[src/rtl/run_pause_checker_sat_counter.sv]
// Saturating up-counter used for the checker statistics.
// Sticks at all-ones once reached.
module run_pause_checker_sat_counter #(
  parameter int W = 8
) (
  input  logic         clk,
  input  logic         reset,
  input  logic         inc,
  output logic [W-1:0] cnt
);

  logic [W-1:0] cnt_q;
  logic [W-1:0] cnt_d;

  always_comb begin
    cnt_d = cnt_q;
    if (inc && !(&cnt_q)) begin
      cnt_d = cnt_q + W'(1);
    end
  end

  always_ff @(posedge clk or posedge reset) begin
    if (reset) begin
      cnt_q <= '0;
    end else begin
      cnt_q <= cnt_d;
    end
  end

  assign cnt = cnt_q;

endmodule

[config.mk]
export PLATFORM = sky130hd
export DESIGN_NAME = run_pause_checker_sat_counter
export DESIGN_NICKNAME = d
export VERILOG_FILES = /design/src/rtl/run_pause_checker_sat_counter.sv
export SDC_FILE = /design/constraint.sdc
export NUM_CORES = 1
export LEC_CHECK = 0
export ABC_AREA = 1
export BUFFER_PORTS_ARGS = -buffer_cell sky130_fd_sc_hd__buf_2
export CAP_MARGIN = 20
export CELL_PAD_IN_SITES_DETAIL_PLACEMENT = 1
export CELL_PAD_IN_SITES_GLOBAL_PLACEMENT = 2
export CORE_MARGIN = 2
export CORE_UTILIZATION = 26
export CTS_BUF_LIST = sky130_fd_sc_hd__clkbuf_4 sky130_fd_sc_hd__clkbuf_8
export CTS_CLUSTER_DIAMETER = 100
export DETAILED_ROUTE_END_ITERATION = 10
export GPL_ROUTABILITY_DRIVEN = 0
export GPL_TIMING_DRIVEN = 0
export HOLD_SLACK_MARGIN = 0.06
export PLACE_DENSITY_LB_ADDON = 0.12
export SYNTH_ARGS = -nofsm -noshare
export SYNTH_HDL_FRONTEND = slang
export SYNTH_SLANG_ARGS = --single-unit
[constraint.sdc]
create_clock -name clk -period 1.1 [get_ports clk]
set_input_delay 0.165 -clock clk [delete_from_list [all_inputs] [get_ports clk]]
set_output_delay 0.165 -clock clk [all_outputs]
set_load 0.01 [all_outputs]
[Word-level counts from Yosys, hierarchy flattened]
Index checks and enable logic that the tools add are counted.
Storage, ports and cells
  register bits after elaboration: 8
  word-level logic and storage cells: 5
  input port bits: 3
  output and inout bits: 8
Operators by class
  reductions and logical operators: 3
  $add $sub $neg: 1
Operators by type and width (count)
  adder 8 x 1 -> 8 bit (second input constant): 1
  AND reduction 8 bit: 1
  logical AND 1 bit: 1
  zero test 1 bit: 1

[Depth between registers and ports, before layout]
  depth after elaboration: 3
  depth in mapped cells: 8
  gate-level depth less buffers: 8

[Least setup slack after synthesis]
No wires, ideal clock.
  path type: register -> register
  start: reg cnt_q[0] (netlist: cnt[0])
  end: reg cnt_q[5] (netlist: cnt[5])
  setup time: 0.116 ns
  setup slack: -0.196 ns
  clock period less this slack: 1.296 ns
  buffers on the path: 0
  data arrival time: 1.179 ns
  required time: 0.984 ns
  stages on the path, launching flop included: 9
  path through: dfrtp_1 ha_1 inv_1 nor2_2 nand2_4 nand2_4 inv_4 nand2_2 nand2_1
On the way
  word-level cells in the longest chain between the ends: 3
  elaborated cells between the ends (all ways): 4
  those cells by class: add/sub: 1; reduce/logical: 3
Ends and longest elaborated chain
  start: declaration: line 12  | logic [W-1:0] cnt_q;
  start signal: assignment: line 26  | cnt_q <= cnt_d;
  branches (longest 3 deep; another with adder 8 x 1 -> 8 bit)
Parallel ways; which one is timed is not known.
A chain may end at the register's enable or synchronous reset.

[Worst setup path after layout]
  start: reg cnt_q[1] (netlist: cnt[1])
  end: reg cnt_q[4] (netlist: cnt[4])
The elaborated chain is that of the path after synthesis.

==> metrics.txt <==
Placed Area 554 µm²; Hold Path Sink cnt[0]$_DFFE_PP0P_; synthesis-to-finish area growth 49.3%; routed len/inst 10.5 µm; sequential share of the synthesized area 43.1%; num rows 15; Clock Sinks 8; Mapped Nets 67; power per cell area 2230 nW/µm²; Worst-Margin Slew 337 ps; Die Height 46.3 µm; RR Startpoint cnt[1]$_DFFE_PP0P_; post-detail-place hpwl 847 µm; CTS tree done; switching share of power 38.9%; Psw 0.000602 W; Nets 89; Synth cell types 15; Core Area 1710 µm²; CP max FO 5; layout cells sized above 1 45.2%; ANT nets after route 0; fin crit period 1140 ps; Setup WS post-layout -42.3 ps; Total GRT Usage 13.7%; Hold Path Depth 4; reg2reg setup slack -40 ps; max_slew headroom 77.5%; DRC Markers 0; final setup fails 7; clock network fraction of total power 17.7%; critical path startpoint category flip-flop; largest net degree at the start of global routing 9; outcome finished with violations; syn avg cell area 7.37 µm²; part of the power in registers 32.3%; vias per cell 4.20; top post-synthesis cells by area dfrtp_1, nand2_1, inv_1; final non-filler cell total 109; skew final 4.75 ps; Comb power frac 50.0%; Port Buffers 10; 1st-pass router iterations 3; Leakage 0.352 nW; worst path arrival time 1280 ps; fin. max-slew vios 0; # placed instances 98; CTS Buf Count 3; Worst Path Class, Setup flip-flop to flip-flop; FF+latch count, synth 8; failing checks setup timing; Critical Path Source cnt[1]$_DFFE_PP0P_; Worst Path Required 1240 ps; vias in the first global route 449; n_diodes 0; Achievable Freq 875 MHz; Die W 46.3 µm; worst reg2reg path depth 8; Place WS -178 ps; global-route wire length before repair 1.97 mm; internal power 0.000945 W; Synth Instances 63; max reg flops 8; Longest Clk Path Bufs 2; htree depth 1; clk root buf clkbuf_4; Initial Util 27.2%; initial antenna violation count 0; Synth Cell Area 464 µm²; final worst-path cycle share 104%; Synth area leader dfrtp_1; Detailed Route WL 1.15 mm; VDD IR max 0.865 mV; RSZ-0062 raised after global routing yes; share of the synthesized area in the top cell type 43.1%; post-route setup TNS -204 ps; worst hold-check slack 272 ps; Skew-Pair Late Insertion Delay 250 ps; RR Endpoint cnt[4]$_DFFE_PP0P_; Worst setup EP type flip-flop; Syn. warnings 0; MaxCap Viol Count 0; post-route cell area 693 µm²; Worst-path clk slew 60 ps; gr ovfl total 0; final hold vios 0; die area 2140 µm²; Ports 11; DRT iter0 DRCs 1; vias post-DR 458; Hold WC Path Type input pin to flip-flop; hold_sp inc
[per-layer routing]
layer,track usage [%],vias up,routed length (µm)
met5,0,-,0
met4,6.86,0,0
met3,3.53,0,46
met2,21.7,7,573
met1,17.1,216,528
li1,-,235,-
[power by group through the flow]
stage	Clock (W)	Combinational (W)	Sequential (W)
finish	0.000274	0.000774	0.000499
global placement	0	0.000464	0.000523
CTS	0.000286	0.000598	0.000509
detailed placement	0	0.000475	0.000529
floorplan	0	0.000271	0.000553
global route	0.000310	0.000868	0.000510
[cell usage after synthesis (all sizes together)]
cell	count
ha	1
o21ai	1
xnor2	1
inv	8
nor3	1
nand3	3
nor2	8
dfrtp	8
a21oi	4
nand2	28
[cells by family after synthesis]
group | Yosys count | synth area share (%)
AND/OR/NAND/NOR | 40 | 39.9
adder cells (fa/ha/maj) | 1 | 2.69
AO/OA/AOI/OAI | 5 | 5.39
buffers and inverters | 8 | 7.01
flip-flops | 8 | 43.1
XOR/XNOR | 1 | 1.89
[placed cells by master, fill, tap and decap left out]
cell | synthesis | final
a21oi_1 | 4 | 4
buf_2 | 0 | 8
buf_4 | 0 | 4
buf_6 | 0 | 4
clkbuf_4 | 0 | 4
dfrtp_1 | 8 | 6
dfrtp_2 | 0 | 2
dlygate4sd3_1 | 0 | 1
ha_4 | 0 | 1
inv_1 | 7 | 6
inv_2 | 0 | 1
inv_4 | 1 | 1
nand2_1 | 24 | 19
nand2_2 | 2 | 7
nand2_4 | 2 | 2
nand3_1 | 3 | 3
nor2_1 | 6 | 4
nor2_2 | 1 | 1
nor2_4 | 1 | 3
nor3_1 | 1 | 1
o21ai_0 | 1 | 1
xnor2_1 | 1 | 1
[worst max path at each step]
stage,to
global placement,cnt[4]$_DFFE_PP0P_
global route,cnt[4]$_DFFE_PP0P_
floorplan,cnt[0]$_DFFE_PP0P_
finish,cnt[4]$_DFFE_PP0P_
CTS,cnt[4]$_DFFE_PP0P_
detailed placement,cnt[4]$_DFFE_PP0P_
[critical path, stage by stage, from the launching register on]
cell and delay (ps):
dfrtp_1 390, ha_4 170, inv_2 40, nor2_4 100, nand2_4 80, nand2_4 100
inv_4 60, nand2_2 50, nand2_1 40
[metrics by stage]
step	total power, W	utilization, %
6_report	0.00155	40.6
5_1_grt	0.00169	40.6
4_1_cts	0.00139	37.7
3_5_place_dp	0.00100	32.5
3_3_place_gp	0.000988	32.5
2_1_floorplan	0.000824	-
[area by class of cell]
cell class	count	area (µm²)
repair buffers	17	125
inverters	8	32.5
flip-flops and latches	8	203
clock buffers	4	30.0
well taps	25	31.3
multi-input cells	47	272
fillers	221	1010
[repair_timing]
| action | CTS | global route |
|---|---|---|
| buffers inserted | 4 | 2 |
| hold buffers | 1 | 0 |
| gates resized for setup | 4 | 10 |
| endpoints found under the hold margin | 8 | 0 |
| pin swaps | 2 | 1 |
| setup endpoints to repair | 8 | 10 |
(Power assumes the default switching activity.)
